## config.mk

```make
export PLATFORM = sky130hd
export DESIGN_NAME = mem_port_arbiter
export DESIGN_NICKNAME = d
export VERILOG_FILES = /design/src/rtl/mem_port_arbiter.sv
export SDC_FILE = /design/constraint.sdc
export NUM_CORES = 1
export LEC_CHECK = 0
export ABC_AREA = 1
export CAP_MARGIN = 20
export CORE_AREA = 8 8 189 191
export DETAILED_ROUTE_END_ITERATION = 16
export DIE_AREA = 0 0 197 199
export PLACE_DENSITY = 0.6
export SLEW_MARGIN = 40
export SYNTH_ARGS = -nofsm -noshare
export SYNTH_HDL_FRONTEND = slang
export SYNTH_SLANG_ARGS = --single-unit
export TNS_END_PERCENT = 30
```

## constraint.sdc

```tcl
create_clock -name clk -period 9.64 [get_ports clk]
set_input_delay 0.964 -clock clk [delete_from_list [all_inputs] [get_ports clk]]
set_output_delay 0.964 -clock clk [all_outputs]
set_load 0.1 [all_outputs]
```

## src/rtl/mem_port_arbiter.sv

```systemverilog
// mem_port_arbiter: shares one memory port between instruction fetch and data access.
// Rev 1.0 - fixed D-over-I priority with a starvation guard, two cycles per access.
`default_nettype none

module mem_port_arbiter (
  input  logic        clk,
  input  logic        reset,
  // instruction fetch side
  input  logic        if_req,
  input  logic [63:0] if_addr,
  output logic [31:0] if_rdata,
  output logic        if_valid,
  output logic        if_stall,
  // data side
  input  logic        d_req,
  input  logic        d_we,
  input  logic [63:0] d_addr,
  input  logic [63:0] d_wdata,
  input  logic [2:0]  d_func3,
  output logic [63:0] d_rdata,
  output logic        d_valid,
  output logic        d_stall,
  // shared memory port
  output logic        mem_en,
  output logic        mem_we,
  output logic [63:0] mem_addr,
  output logic [63:0] mem_wdata,
  output logic [2:0]  mem_func3,
  input  logic [63:0] mem_rdata
);

  typedef enum logic [1:0] {
    IDLE   = 2'd0,
    BUSY_I = 2'd1,
    BUSY_D = 2'd2
  } state_t;

  localparam logic [1:0] STARVE_MAX = 2'd3;
  localparam logic [2:0] FUNC3_WORD = 3'b010;

  state_t     state;
  logic [1:0] starve_cnt;
  logic       d_is_load;
  logic       grant_d;
  logic       grant_i;

  // Grants are only issued from IDLE; reset masks them so the port is quiet
  // while reset is held even though the state already reads IDLE.
  always_comb begin
    grant_d = 1'b0;
    grant_i = 1'b0;
    if (!reset && (state == IDLE)) begin
      if (d_req && (!if_req || (starve_cnt != STARVE_MAX))) begin
        grant_d = 1'b1;
      end else if (if_req) begin
        grant_i = 1'b1;
      end
    end
  end

  always_comb begin
    mem_en    = 1'b0;
    mem_we    = 1'b0;
    mem_addr  = 64'd0;
    mem_wdata = 64'd0;
    mem_func3 = 3'd0;
    if (grant_d) begin
      mem_en    = 1'b1;
      mem_we    = d_we;
      mem_addr  = d_addr;
      mem_wdata = d_wdata;
      mem_func3 = d_func3;
    end else if (grant_i) begin
      mem_en    = 1'b1;
      mem_addr  = if_addr;
      mem_func3 = FUNC3_WORD;
    end
  end

  assign if_stall = if_req & ~if_valid;
  assign d_stall  = d_req & ~d_valid;

  // Valid pulses are set on the grant edge so they coincide exactly with the
  // BUSY cycle, when mem_rdata is presented by the memory.
  always_ff @(posedge clk or posedge reset) begin
    if (reset) begin
      state      <= IDLE;
      starve_cnt <= 2'd0;
      d_is_load  <= 1'b0;
      if_valid   <= 1'b0;
      d_valid    <= 1'b0;
      if_rdata   <= 32'd0;
      d_rdata    <= 64'd0;
    end else begin
      if_valid <= 1'b0;
      d_valid  <= 1'b0;
      case (state)
        IDLE: begin
          if (grant_d) begin
            state     <= BUSY_D;
            d_valid   <= 1'b1;
            d_is_load <= ~d_we;
            if (if_req && (starve_cnt != STARVE_MAX)) begin
              starve_cnt <= starve_cnt + 2'd1;
            end
          end else if (grant_i) begin
            state      <= BUSY_I;
            if_valid   <= 1'b1;
            starve_cnt <= 2'd0;
          end
        end
        BUSY_I: begin
          if_rdata <= mem_rdata[31:0];
          state    <= IDLE;
        end
        BUSY_D: begin
          if (d_is_load) begin
            d_rdata <= mem_rdata;
          end
          state <= IDLE;
        end
        default: state <= IDLE;
      endcase
    end
  end

endmodule

`default_nettype wire

```

Word level (Yosys, flattened, before mapping) --
Index checks and enable logic that the tools add are counted.
Storage, ports and cells: input port bits 264, logic and storage cells 52, register bits after elaboration 103, output and inout port bits 233
Operators by class: eq/ne operators 5, bitwise operators 5, mux-type cells 23, reductions and logical operators 11, add/subtract/negate cells 1
Operators with widths (number):
- $mux 64 | 3
- $mux 2 | 7
- $mux 1 | 12
- $reduce_and 2->1 | 2
- $logic_and 1x1->1 | 3
- $mux 3 | 1
- $ne 3x3->1 const B | 1
- $not 1->1 | 3
- $reduce_and 3->1 | 1
- $add 2x1->2 const B | 1
- $and 1x1->1 | 2
- $eq 2x1->1 const B | 1
- $eq 2x2->1 const B | 1
- $logic_not 1->1 | 2
- $logic_not 2->1 | 1
- $ne 2x1->1 const B | 1
- $ne 2x2->1 const B | 1
- $reduce_bool 2->1 | 1
- $logic_or 1x1->1 | 1

Logic depth before layout (Yosys ltp) --
depth after elaboration 8, depth in mapped cells 8, gate-level depth less buffers 7

Worst setup path before layout --
Ideal clock, no wire load.
path kind input to output, start input port reset, end output port mem_func3[0], cell stages on the path 6, buffers on the path 1, data required time 8676 ps, data arrival time 5331 ps, slack 3345 ps, cells stage by stage inv_1 -> nand2_1 -> nor2_4 -> inv_2 -> buf_2 -> nor2_1
On the way: cells in the longest elaborated chain, start to end 4
RTL lines:
- start, declared | line 7 | input logic reset,
- $logic_not 1->1 (no source line)
- $logic_and 1x1->1 | line 52 | if (!reset && (state == IDLE)) begin
- $mux 1 | line 52
- $mux 3 | line 67 | if (grant_d) begin
- end, declared | line 28 | output logic [2:0] mem_func3,
No other way between the ends.

Worst setup path after layout --
start input port reset, end output port mem_addr[59]
On the way: cells in the longest elaborated chain, start to end 5, elaborated cells on any way between the ends 6, classes of those cells mux (4); reduce/logical (2)
RTL lines:
- $logic_not 1->1 (no source line) *
- $logic_and 1x1->1 * | line 52
- $mux 1 | line 52
- $mux 64 | line 73 | end else if (grant_i) begin
- $mux 64 * | line 67
- end, declared | line 26 | output logic [63:0] mem_addr,
Every way passes the cells marked *; elsewhere a longest branch is shown, timed or not.

==> metrics.txt <==
# TYPE chip_impl_metric gauge
chip_impl_metric{name="clock_sinks",unit=""} 103
chip_impl_info{name="cts_tree",value="done"} 1
chip_impl_metric{name="avgViaCountPerCell",unit=""} 3.779
chip_impl_info{name="synth.largest_area_cell",value="sky130_fd_sc_hd__dfrtp_1"} 1
chip_impl_metric{name="die_w",unit="µm"} 197
chip_impl_metric{name="ir_worst_vdd",unit="V"} 0.0001992
chip_impl_metric{name="post-route-min-period",unit="ns"} 4.631
chip_impl_metric{name="drive_gt1_share",unit="%"} 21.77
chip_impl_metric{name="cts_resized",unit=""} 0
chip_impl_metric{name="grt_pass1_vias",unit=""} 6657
chip_impl_metric{name="post-synth-top-area-fraction",unit="%"} 47.82
chip_impl_metric{name="worst-endpoint-required",unit="ns"} 8.68
chip_impl_metric{name="net_switching_power_of_the_design",unit="µW"} 2335
chip_impl_metric{name="tritoncts.num_buffers",unit=""} 9
chip_impl_metric{name="hold_violation_total_from_the_final_report",unit=""} 0
chip_impl_metric{name="grt_pass1_wl",unit="µm"} 43010
chip_impl_metric{name="netSwitchingFraction",unit="%"} 66.23
chip_impl_metric{name="initial_utilization",unit="%"} 16.40
chip_impl_metric{name="layout_worst_path_cycle_share",unit="%"} 48.04
chip_impl_metric{name="synth_warnings",unit=""} 0
chip_impl_metric{name="wirelength",unit="µm"} 29600
chip_impl_info{name="hold_path.class",value="flop to flop"} 1
chip_impl_metric{name="global_route.overflow_total",unit=""} 0
chip_impl_metric{name="data_arrival_time_of_the_critical_path",unit="ns"} 3.67
chip_impl_metric{name="netlist_area_before_placement",unit="mm²"} 0.005390
chip_impl_info{name="ctsRootBufferMaster",value="sky130_fd_sc_hd__clkbuf_16"} 1
chip_impl_metric{name="postSynthAreaPerCell",unit="µm²"} 6.991
chip_impl_metric{name="synthCells",unit=""} 771
chip_impl_metric{name="ys_seq_area_share",unit="%"} 47.82
chip_impl_metric{name="relSlewSlack",unit="%"} 49.08
chip_impl_metric{name="clock_power_share",unit="%"} 10.7
chip_impl_metric{name="grt_antenna_before_repair",unit=""} 2
chip_impl_metric{name="syn_nets",unit=""} 1036
chip_impl_metric{name="grt_max_degree",unit=""} 129
chip_impl_info{name="setup_repair_after_global_routing_missed_its_margin",value="no"} 1
chip_impl_metric{name="syn_to_final_growth",unit="%"} 83.77
chip_impl_metric{name="gp_congestion",unit=""} 0.8811
chip_impl_metric{name="final-setup-viol-count",unit=""} 0
chip_impl_metric{name="placementRows",unit=""} 67
chip_impl_metric{name="drt_iter0_markers",unit=""} 245
chip_impl_metric{name="hold_buffers",unit=""} 0
chip_impl_metric{name="comb_power_share",unit="%"} 68.7
chip_impl_metric{name="grt_util_all_layers",unit="%"} 14.49
chip_impl_metric{name="fmax",unit="MHz"} 216.0
chip_impl_metric{name="lkg_pwr",unit="µW"} 0.005517
chip_impl_metric{name="cellInternalPower",unit="µW"} 1190
chip_impl_metric{name="core",unit="mm²"} 0.03286
chip_impl_metric{name="cts_setup_buffers",unit=""} 0
chip_impl_info{name="setup.worst_path.end_class",value="output port"} 1
chip_impl_metric{name="synth-seq-cells",unit=""} 103
chip_impl_metric{name="place.port_buffers",unit=""} 496
chip_impl_metric{name="crit_path_max_fanout",unit=""} 69
chip_impl_metric{name="avgRoutedWirePerCell",unit="µm"} 17.52
chip_impl_metric{name="firstDrtPassIters",unit=""} 5
chip_impl_metric{name="die_area",unit="mm²"} 0.03920
chip_impl_metric{name="cts_max_level",unit=""} 3
chip_impl_metric{name="floorplan.io_pins",unit=""} 497
chip_impl_info{name="synth_top_cells_by_area",value="sky130_fd_sc_hd__dfrtp_1, sky130_fd_sc_hd__nand2_1, sky130_fd_sc_hd__inv_1"} 1
chip_impl_metric{name="final-max-slew-violation-count",unit=""} 0
chip_impl_metric{name="power_per_cell_area",unit="mW/mm²"} 355.9
chip_impl_metric{name="drv_cap",unit=""} 0
chip_impl_info{name="worst_setup_start_kind",value="primary input"} 1
chip_impl_info{name="run_status",value="finished clean"} 1
chip_impl_metric{name="worst_skew_pair_later_pin_latency",unit="ns"} 0.35
chip_impl_metric{name="cts.reportedPaths.clkPinSlew",unit="ns"} 0.07
chip_impl_metric{name="accumulated_negative_setup_slack",unit="ns"} 0
chip_impl_metric{name="max-clock-path-buffers",unit=""} 2
chip_impl_metric{name="synth_cell_types",unit=""} 18
chip_impl_metric{name="worst_margin_slew",unit="ns"} 0.7638
chip_impl_metric{name="final.setup_skew",unit="ns"} 0.009577
chip_impl_info{name="path_class",value="primary input to output port"} 1
chip_impl_metric{name="remaining_drcs",unit=""} 0
chip_impl_metric{name="p_seq_share",unit="%"} 20.6
chip_impl_metric{name="fp.dieH",unit="µm"} 199
chip_impl_metric{name="drt.antenna.violating_nets",unit=""} 0
chip_impl_metric{name="num_vias",unit=""} 6387
chip_impl_metric{name="place_hpwl",unit="µm"} 24670
chip_impl_metric{name="fin_total_pwr",unit="µW"} 3525
chip_impl_metric{name="fin_nets",unit=""} 1500
[cell families after synthesis]
logic type      synth area share, %
fa+ha+maj                    0.2321
compound gates                9.006
buf+inv                       14.30
simple gates                  28.64
flops                         47.82
[worst max-delay path, stage by stage]
cell                              delay [ns]
sky130_fd_sc_hd__clkdlybuf4s50_1        0.44
sky130_fd_sc_hd__inv_4                  0.41
sky130_fd_sc_hd__nand2_1                0.24
sky130_fd_sc_hd__nor2_4                 0.16
sky130_fd_sc_hd__buf_4                  0.57
sky130_fd_sc_hd__nand2_1                0.22
sky130_fd_sc_hd__nand2_1                0.11
sky130_fd_sc_hd__buf_2                  0.42
[cell usage in the layout (no fill, tap or decap), types with 2 or more instances in the layout]
master | synthesis | final
sky130_fd_sc_hd__clkbuf_8 | 0 | 3
sky130_fd_sc_hd__inv_1 | 140 | 138
sky130_fd_sc_hd__o21ai_0 | 94 | 94
sky130_fd_sc_hd__inv_4 | 0 | 2
sky130_fd_sc_hd__nor2_2 | 9 | 9
sky130_fd_sc_hd__nor2_1 | 62 | 62
sky130_fd_sc_hd__buf_2 | 22 | 233
sky130_fd_sc_hd__buf_4 | 4 | 4
sky130_fd_sc_hd__nand3_1 | 68 | 67
sky130_fd_sc_hd__clkbuf_16 | 0 | 9
sky130_fd_sc_hd__clkdlybuf4s50_1 | 0 | 263
sky130_fd_sc_hd__nand2_1 | 239 | 239
sky130_fd_sc_hd__diode_2 | 0 | 2
sky130_fd_sc_hd__o21ai_1 | 2 | 2
sky130_fd_sc_hd__dfrtp_1 | 103 | 103
[through the flow]
stage	hold slack [ns]	cell area (µm²)	cells	setup slack [ns]	utilization, %
floorplan	0.4425	5390	771	3.345	-
global placement	0.4666	10750	1672	4.358	32.70
detailed placement	0.4676	9589	1672	4.980	29.18
CTS	0.4849	9898	1688	4.975	30.12
global route	0.4977	9901	1688	4.751	30.13
finish	0.4793	9906	1690	5.009	30.14
[registers in the layout (all words and copies together), names as in the netlist]
| name | cells |
|---|---|
| if_valid | 1 |
| d_is_load | 1 |
| state | 2 |
| d_rdata | 64 |
| starve_cnt | 2 |
| d_valid | 1 |
| if_rdata | 32 |
[cell type report]
type / instances / area [µm²]
antenna: 2 / 5.005
tap: 448 / 560.5
clock inverter: 4 / 52.55
inverter: 141 / 534.3
clock buffer: 12 / 256.5
fill: 3599 / 22960
sequential: 103 / 2577
timing repair buffer: 502 / 3854
multi-input combinational: 478 / 2066
[final timing paths]
| kind | slack [ns] | cells after the start | end | startpoint |
|---|---|---|---|---|
| max reg2reg | 7.82 | 7 | starve_cnt[0] | starve_cnt[0] |
| min in group asynchronous | 1.02 | 2 | d_rdata[51] | reset |
| max in group asynchronous | 7.61 | 3 | d_rdata[25] | reset |
| min | 0.48 | 2 | d_rdata[19] | d_rdata[19] |
| min reg2reg | 0.48 | 2 | d_rdata[19] | d_rdata[19] |
| max | 5.01 | 8 | mem_addr[59] | reset |
[cells in the mapped netlist]
cell type and count:
sky130_fd_sc_hd__o21ai_0 94, sky130_fd_sc_hd__ha_1 1, sky130_fd_sc_hd__inv_2 1, sky130_fd_sc_hd__clkbuf_1 19
sky130_fd_sc_hd__nor2_1 62, sky130_fd_sc_hd__inv_1 140, sky130_fd_sc_hd__o21ai_1 2, sky130_fd_sc_hd__a21oi_1 1
sky130_fd_sc_hd__buf_2 22, sky130_fd_sc_hd__nand2_1 239, sky130_fd_sc_hd__nand3_1 68, sky130_fd_sc_hd__nor2_2 9
sky130_fd_sc_hd__dfrtp_1 103, sky130_fd_sc_hd__buf_6 2, sky130_fd_sc_hd__nor2_4 1, sky130_fd_sc_hd__or2_1 1
sky130_fd_sc_hd__buf_1 2, sky130_fd_sc_hd__buf_4 4
[metal layers]
layer	global-route usage, %	up-vias	part of all wire (%)	wire [µm]
li1	-	3231	-	-
met1	14.88	2853	36	10600
met2	25.85	272	51	15040
met3	7.088	29	11	3311
met4	4.152	2	2.2	642
met5	0	-	0.044	13
[power by group through the flow]
stage / registers (µW) / logic [µW] / clock network (µW)
finish: 726 / 2420 / 377
CTS: 727 / 2450 / 397
global placement: 733 / 2660 / 0
floorplan: 2110 / 571 / 0
detailed placement: 734 / 2450 / 0
global route: 753 / 2510 / 412
No activity file was read; power rests on OpenSTA's default activity.
